### src/rtl/note_gate_timer.sv
// Song-position timer: advances noteTime on tick and stalls at table checkpoints until the keys in their masks are held.
// Optional feature macro NOTE_TIMEOUT_EN adds a per-checkpoint stall timeout that lands in FAIL.
//
// state  | meaning
// IDLE   | table writable, waiting for start
// RUN    | noteTime advancing, checkpoints resolved one per cycle
// WAIT   | stalled on a checkpoint until its key mask is held
// DONE   | song finished, outputs held, start re-arms
// FAIL   | stall timeout expired (NOTE_TIMEOUT_EN only), start re-arms
module note_gate_timer #(
  parameter int NUM_KEYS = 5,
  parameter int TIME_W   = 21,
  parameter int DEPTH    = 64,
  parameter int IDX_W    = 6,
  parameter int END_TIME = 2600,
  parameter int STALL_W  = 16,
  parameter int TIMEOUT  = 1024
) (
  input  logic                Noteclk,
  input  logic                reset,
  input  logic                tick,
  input  logic [NUM_KEYS-1:0] keys,
  input  logic                start,
  input  logic                cfg_we,
  input  logic [IDX_W-1:0]    cfg_addr,
  input  logic [TIME_W-1:0]   cfg_time,
  input  logic [NUM_KEYS-1:0] cfg_mask,
  input  logic [IDX_W:0]      cfg_count,
  output logic [TIME_W-1:0]   noteTime,
  output logic [IDX_W:0]      cp_idx,
  output logic                stalled,
  output logic [STALL_W-1:0]  stall_ticks,
  output logic                done,
  output logic                fail
);

  localparam logic [TIME_W-1:0] END_T   = TIME_W'(END_TIME);
  localparam logic [IDX_W:0]    DEPTH_C = (IDX_W+1)'(DEPTH);
  localparam logic [IDX_W:0]    IDX_ONE = (IDX_W+1)'(1);

  typedef enum logic [2:0] {
    S_IDLE,
    S_RUN,
    S_WAIT,
    S_DONE
`ifdef NOTE_TIMEOUT_EN
    , S_FAIL
`endif
  } state_t;

  state_t state;

  logic [TIME_W-1:0]   tbl_time [DEPTH];
  logic [NUM_KEYS-1:0] tbl_mask [DEPTH];

  logic [IDX_W:0]      n_cp;
  logic [TIME_W-1:0]   cur_time;
  logic [NUM_KEYS-1:0] cur_mask;
  logic                has_cp;
  logic                hit;
  logic                keys_ok;
  logic                at_end;
  logic [TIME_W-1:0]   time_inc;
  logic [STALL_W-1:0]  stall_inc;
  logic [IDX_W:0]      count_clamped;

`ifdef NOTE_TIMEOUT_EN
  localparam int TO_W = $clog2(TIMEOUT + 1);
  localparam logic [TO_W-1:0] TO_LOAD = TO_W'(TIMEOUT - 1);
  logic [TO_W-1:0] wait_cnt;
  logic            fail_r;
  assign fail = fail_r;
`else
  assign fail = 1'b0;
`endif

  // Table storage is deliberately not reset; it survives reset and reruns.
  always_ff @(posedge Noteclk) begin
    if (cfg_we && state == S_IDLE) begin
      tbl_time[cfg_addr] <= cfg_time;
      tbl_mask[cfg_addr] <= cfg_mask;
    end
  end

  always_comb begin
    cur_time      = tbl_time[cp_idx[IDX_W-1:0]];
    cur_mask      = tbl_mask[cp_idx[IDX_W-1:0]];
    has_cp        = cp_idx < n_cp;
    hit           = has_cp && (noteTime >= cur_time);
    keys_ok       = (keys & cur_mask) == cur_mask;
    at_end        = (cp_idx == n_cp) && (noteTime >= END_T);
    time_inc      = (noteTime == '1) ? noteTime : noteTime + TIME_W'(1);
    stall_inc     = (stall_ticks == '1) ? stall_ticks : stall_ticks + STALL_W'(1);
    count_clamped = (cfg_count > DEPTH_C) ? DEPTH_C : cfg_count;
  end

  always_ff @(posedge Noteclk or negedge reset) begin
    if (!reset) begin
      state       <= S_IDLE;
      noteTime    <= '0;
      cp_idx      <= '0;
      n_cp        <= '0;
      stall_ticks <= '0;
      stalled     <= 1'b0;
      done        <= 1'b0;
`ifdef NOTE_TIMEOUT_EN
      wait_cnt    <= '0;
      fail_r      <= 1'b0;
`endif
    end else begin
      done <= 1'b0;
      case (state)
        S_IDLE, S_DONE
`ifdef NOTE_TIMEOUT_EN
        , S_FAIL
`endif
        : begin
          if (start) begin
            state       <= S_RUN;
            noteTime    <= '0;
            cp_idx      <= '0;
            stall_ticks <= '0;
            n_cp        <= count_clamped;
`ifdef NOTE_TIMEOUT_EN
            fail_r      <= 1'b0;
`endif
          end
        end
        S_RUN: begin
          if (hit) begin
            if (keys_ok) begin
              cp_idx <= cp_idx + IDX_ONE;
              if (tick) noteTime <= time_inc;
            end else begin
              // Freeze noteTime on the cycle the stall is detected.
              state   <= S_WAIT;
              stalled <= 1'b1;
`ifdef NOTE_TIMEOUT_EN
              wait_cnt <= TO_LOAD;
`endif
            end
          end else if (at_end) begin
            state <= S_DONE;
            done  <= 1'b1;
          end else if (tick) begin
            noteTime <= time_inc;
          end
        end
        S_WAIT: begin
          if (keys_ok) begin
            cp_idx  <= cp_idx + IDX_ONE;
            state   <= S_RUN;
            stalled <= 1'b0;
          end else if (tick) begin
            stall_ticks <= stall_inc;
`ifdef NOTE_TIMEOUT_EN
            if (wait_cnt == '0) begin
              state   <= S_FAIL;
              fail_r  <= 1'b1;
              stalled <= 1'b0;
            end else begin
              wait_cnt <= wait_cnt - TO_W'(1);
            end
`endif
          end
        end
        default: state <= S_IDLE;
      endcase
    end
  end

endmodule

### config.mk
export PLATFORM = sky130hd
export DESIGN_NAME = note_gate_timer
export DESIGN_NICKNAME = d
export VERILOG_FILES = /design/src/rtl/note_gate_timer.sv
export SDC_FILE = /design/constraint.sdc
export NUM_CORES = 2
export LEC_CHECK = 0
export CELL_PAD_IN_SITES_DETAIL_PLACEMENT = 0
export CELL_PAD_IN_SITES_GLOBAL_PLACEMENT = 1
export CORE_MARGIN = 2
export CORE_UTILIZATION = 50
export DETAILED_ROUTE_END_ITERATION = 16
export GPL_ROUTABILITY_DRIVEN = 0
export PLACE_DENSITY_LB_ADDON = 0.1
export SLEW_MARGIN = 20
export SYNTH_ARGS = -nofsm -noshare
export SYNTH_HDL_FRONTEND = slang
export SYNTH_SLANG_ARGS = --single-unit
### constraint.sdc
create_clock -name Noteclk -period 15.2 [get_ports Noteclk]
set_input_delay 3.8 -clock Noteclk [delete_from_list [all_inputs] [get_ports Noteclk]]
set_output_delay 3.8 -clock Noteclk [all_outputs]
set_load 0.02 [all_outputs]
==> impl_metrics.json <==
{
  "first_pass_iters": 5,
  "hp-class": "flop to flop",
  "avgViaCountPerCell": 6.42,
  "relSlewSlack_pct": 11.7,
  "tritoncts": "done",
  "ys_top_cells_by_area": "edfxtp_1 74%, mux4_2 17%, dfrtp_1 2.0%, mux2i_1 0.67%, ha_1 0.65%",
  "total_power_mw": 13.1,
  "p_leak_nw": 24.1,
  "cts_hold_buffers": 0,
  "pwr-share-comb_pct": 26.9,
  "yosysMostFrequentCell": "edfxtp_1",
  "r2r_cells": 17,
  "setup.worst_path.start": "cp_idx[0]",
  "peakVddDrop_v": 0.000174,
  "dp_cells": 4804,
  "htreeDepth": 4,
  "setup.worst_path.end_class": "flop",
  "ctsLongestPathBuffers": 3,
  "yosysUniqueCellTypes": 75,
  "min_period_ps": 7290,
  "path_class": "flop to flop",
  "grt-ovfl-total": 0,
  "fin_skew_ps": 28.9,
  "synth_nets": 3084,
  "yosys-top-cells-count": "1664 x edfxtp_1, 507 x mux4_2, 98 x nor2_1",
  "wire_per_inst_um": 34.2,
  "r2r_start": "cp_idx[0]",
  "setup_ws_ps": 7910,
  "grt_max_degree": 156,
  "cp.required_ps": 15900,
  "pwr_density_cell_nw_per_um2": 170,
  "core-area_um2": 134000,
  "synth-seq-area-share_pct": 76.1,
  "status": "completed",
  "fin_cells": 5120,
  "p_int_mw": 9.30,
  "start_util_pct": 50.5,
  "die_area_um2": 138000,
  "clkLatencyLatePin_ps": 810,
  "grt_pass1_wl_um": 248000,
  "drtIter0Drc": 3944,
  "switching_share_pct": 28.8,
  "hold_ws_ps": 507,
  "final_antenna_net_count": 0,
  "synth_area_um2": 67500,
  "rr_endpoint": "noteTime[5]",
  "cts_buffers": 175,
  "std_cell_rows": 134,
  "die_x_um": 371,
  "diodes": 0,
  "synth-main-ff-cell": "edfxtp_1",
  "drive_above_1_share_pct": 28.9,
  "die_y_um": 371,
  "rrSetupSlack_ps": 7910,
  "crit_chain": "buf_4 > buf_4 > mux4_2 > mux4_2 > mux4_2 > inv_1 > ha_1 > and4_1 > o211ai_1 > o21bai_1 > a211oi_1 > o31ai_2 > buf_4 > a21oi_2 > o21ai_4 > and2_1 > a211o_1",
  "setup_viol": 0,
  "vias": 32900,
  "path_max_fanout": 42,
  "routed_wl_um": 175000,
  "post_cts_buffers": 0,
  "yosys_register_bits": 1719,
  "setup_tns_ps": 0,
  "dpl_worst_slack_ps": 7900,
  "portBuffers": 94,
  "worst_ep_arrival_time_ps": 7990,
  "slowest_stage": "buf_4",
  "dp_hpwl_um": 95800,
  "ios": 96,
  "synth_top_cell_by_area": "edfxtp_1",
  "clockRootBuffer": "clkbuf_16",
  "cts_sinks": 1719,
  "grtUsageTotal_pct": 25.9,
  "max_stage_delay_ps": 820,
  "p_switching_mw": 3.76,
  "p_seq_share_pct": 41.1,
  "clk_pin_slew_worst_paths_ps": 60,
  "power_frac_clock_pct": 32.0,
  "maxSlewViolCount": 0,
  "cap_viol_max_count": 0,
  "nets": 3298,
  "async_flop_share_pct": 3.20,
  "start_kind": "flop",
  "period_share_pct": 48.0,
  "rsz0062_at_grt": "false",
  "cp-endpoint": "noteTime[5]",
  "worstMarginPinSlew_ps": 1320,
  "syn_inst": 3000,
  "antenna_found_initial": 11,
  "first_global_vias": 33200,
  "synth_edf_count": 1664,
  "drc": 0,
  "post_cts_resized": 0,
  "syn_to_final_growth_pct": 13.6,
  "clock.fmax_mhz": 137,
  "finalHoldViolCount": 0,
  "yosysWarnings": 0,
  "synth.top_cell.area_share_pct": 74.0,
  "syn_area_per_cell_um2": 22.5
}
[worst min path at each step]
| stage | endpoint | cells past startpoint | slack [ps] | startpoint |
|---|---|---|---|---|
| finish | n_cp[0] | 2 | 510 | n_cp[0] |
| global placement | stalled | 2 | 490 | stalled |
| detailed placement | stalled | 2 | 500 | stalled |
| floorplan | n_cp[0] | 2 | 450 | n_cp[0] |
| global route | stalled | 2 | 540 | stalled |
| CTS | stalled | 2 | 510 | stalled |
[worst max-delay path: cells and delay by family (launching register included)]
kind	cells	cell delay [ps]
flip-flops	1	780
buffers and inverters	4	1900
adder cells (fa/ha/maj)	1	170
AND/OR/NAND/NOR	2	520
AO/OA/AOI/OAI	7	2060
multiplexers	3	1630
[area by class of cell]
class,instances,area (um2)
clock buffer,208,4550
timing repair buffer,192,1650
sequential,1719,51400
tap,1768,2210
multi-input combinational,1082,15700
fill,9595,57000
inverter,44,170
clock inverter,107,1000
[cell usage in the layout, fill, tap and decap left out, types with 6 or more instances in the layout]
cell                n
a2111oi_0           9
a21oi_1            31
a221oi_1            6
a22o_1              7
a22oi_1            15
a31oi_1             9
and3_1             15
buf_2               8
buf_4             112
bufinv_16          16
clkbuf_1           31
clkbuf_16         177
clkdlybuf4s50_1    67
clkinv_1           42
clkinv_2           32
dfrtp_1            50
edfxtp_1         1664
ha_1               35
inv_1              40
inv_6               8
mux2_2              8
mux2i_1            45
mux4_2            507
nand2_1            71
nand2b_1           10
nand3_1            24
nand3b_1            8
nor2_1             34
nor2_4             64
nor2b_1             9
nor3_1             15
nor3b_1             7
o211ai_1           15
o21ai_0            33
o22ai_1             8
xnor2_1            12
[cells by family (layout without fill, tap and decap cells)]
group	count (synthesis)	in the layout	synth area share, %
AOI/OAI and AO/OA	175	175	1.79
xor gates and xnor gates	12	12	0.156
adders and majority gates	35	35	0.649
buffers and inverters	199	551	1.37
DFF	1719	1719	76.1
muxes	562	562	17.8
other	1	1	0.00556
and+or+nand+nor	297	297	2.18
[sequential cells by signal (all words and copies together), names as in the netlist, 2 cells and up]
name,count
cp_idx,7
n_cp,7
noteTime,21
stall_ticks,16
state,2
tbl_mask,320
tbl_time,1344
[per-layer routing]
layer	track usage [%]	up-vias	wire length [um]
met1	37.7	18000	72500
met4	6.09	12	3600
met3	4.83	255	14100
li1	-	13200	-
met2	41.1	1462	85100
met5	0	-	72
[power by group through the flow]
stage / clock network [mW] / logic, mW / registers (mW)
2_1_floorplan: 0 / 2.51 / 5.37
6_report: 4.18 / 3.52 / 5.36
3_3_place_gp: 0 / 3.55 / 5.46
4_1_cts: 4.26 / 3.59 / 5.36
3_5_place_dp: 0 / 3.58 / 5.46
5_1_grt: 4.44 / 3.73 / 5.36
[per-stage QoR]
step | instance area [um2] | util [%]
after detailed placement | 71000 | 53.2
after global placement | 71000 | 53.1
after CTS | 76600 | 57.3
after global routing | 76600 | 57.4
final | 76600 | 57.4
after floorplan | 67500 | -
Power figures use the tool's default switching activity.
==> variant, RTL diff (config.mk and constraints unchanged) <==
Reset style: synchronous (`reset`), changed in one clocked block.
--- a/src/rtl/note_gate_timer.sv
+++ b/src/rtl/note_gate_timer.sv
@@ -95,5 +95,5 @@
   end
 
-  always_ff @(posedge Noteclk or negedge reset) begin
+  always_ff @(posedge Noteclk) begin
     if (!reset) begin
       state       <= S_IDLE;
Function: not settled (the Yosys comparison gave no result); the edit may change what the design does.
==> variant against the original RTL <==
  * Utilization barely moved
  * Sequential cell count rose by 6
  * Area after synthesis fell by 0.33%
  * Wire length rose by 2.4%
  * Worst setup slack got worse by 0.54 ns
  * Sequential share of layout area fell by 0.13 points
  * First-iteration DRC count rose by 0.38%
  * Fmax fell by 6.9%
  * Die area fell by 0.32%
  * Via count rose by 0.54%
  * Critical path depth did not move
  * Design area fell by 0.11%
Power is not compared: it rests on default switching activity, and its combinational part moved more than twofold at a synthesized area within 25%.
==> variant: results (changes against the original RTL) <==
Cells and area:
- The area growth from synthesis to layout is 13.8%.
- The total number of nets in the final design came to 3309 (+0.33%).
- The number of filler cells placed in the layout came to 9761 (+1.7%).

Setup path:
- The maximum fanout along the worst path was 38 (-9.5%).
- The slack of the worst reg-to-reg path was 7.36 ns (-0.54 ns).
- On the critical path, the stage with the largest delay is an instance of dfxtp_4.
- The endpoint of the worst-slack reg-to-reg timing path is noteTime[19].
- The critical path capture point is noteTime[19].
- The critical path's largest stage delay is 0.88 ns (+0.06 ns).

Logic synthesis:
- Yosys attributes the largest share of cell area to edfxtp_1 (74%), mux4_2 (17%), dfxtp_1 (1.8%).
- The xor and xnor area share after synthesis came to 0.000651 (-0.000906).
- The adder-cell share of the synthesized area was 0.00651 (+0.0000214).
- The commonest cells after synthesis are edfxtp_1 (1664), mux4_2 (514), nor2_1 (116), clkbuf_1 (80), dfxtp_1 (61).
- The multiplexer area fraction after synthesis is 0.178 (+0.000733).
- The total nets after synthesis is 3077 (-0.23%).
- The sequential share of the synthesized area is 0.761 (about the same).
- The share of the synthesized area in compound gates (AO/OA/AOI/OAI) is 0.0160 (-0.00193).
- The post-synthesis instance total came to 2993 (-0.23%).

Global route:
- The first-pass GRT wire length is 253 mm (+2.1%).
- The global-route track usage on met2 is 0.426 (+0.0146).
- The met3 track demand over resource is 0.0381 (-0.0102).
- The number of antenna violations at the first check in global routing is 10 (-1).
- The combined global-route utilization of all metal layers is 0.266 (+0.00727).
- The pin count of the biggest net entering global routing is 150 (-3.8%).
- The via count of the first global-routing pass is 33000 (-0.46%).

Detailed routing:
- The number of detailed-route iterations in the first pass is 6 (+1).
- The post-detailed-route via-to-cell ratio is 6.43 (+0.19%).
- The routed wire length on met3 came to 12.5 mm (-11%).
- The detailed route wirelength on metal2 is 87.6 mm (+3.0%).
- The routed metal-1 wire length is 75.9 mm (+4.8%).
- The per-cell routed wire length is 34.9 µm (+2.1%).

Min path:
- The path with the worst hold slack has its endpoint at n_cp[4].
- In this run the most critical hold path is launched from n_cp[4].

Placement:
- The worst slack after detailed placement is 7.25 ns (-0.647 ns).
- The instance count after placement with tap cells included is 4815 (+0.23%).

STA:
- The clock tree skew after final layout is 0.0211 ns (-0.00773 ns).

Status:
- The run finished with clean final reports.
==> variant: cell types whose count changed after synthesis, sizes merged, moves of 9 or more <==
cell / unedited run / this run
o211ai: 16 / 6
o31ai: 3 / 12
nand3: 25 / 42
nand4: 4 / 13
dfrtp: 55 / 0
a22oi: 15 / 5
nand2: 72 / 47
nor2: 98 / 116
o21ai: 37 / 23
dfxtp: 0 / 61
==> variant: final cells by class <==
cell class / count / area share
Antenna cell: 3 / 0.0000981
Clock buffer: 220 / 0.0605
Clock inverter: 100 / 0.0112
Inverter: 40 / 0.00196
Multi-Input combinational cell: 1075 / 0.205
Sequential cell: 1725 / 0.669
Tap cell: 1768 / 0.0289
Timing Repair Buffer: 207 / 0.0232
==> variant: critical path: cells and delay by family, from the launching register on <==
kind | cells | cell delay, ns
AOI/OAI and AO/OA | 5 | 1.80
adders and majority gates | 1 | 0.13
buffers and inverters | 4 | 2.16
DFF | 1 | 0.88
muxes | 3 | 1.59
and+or+nand+nor | 4 | 1.08
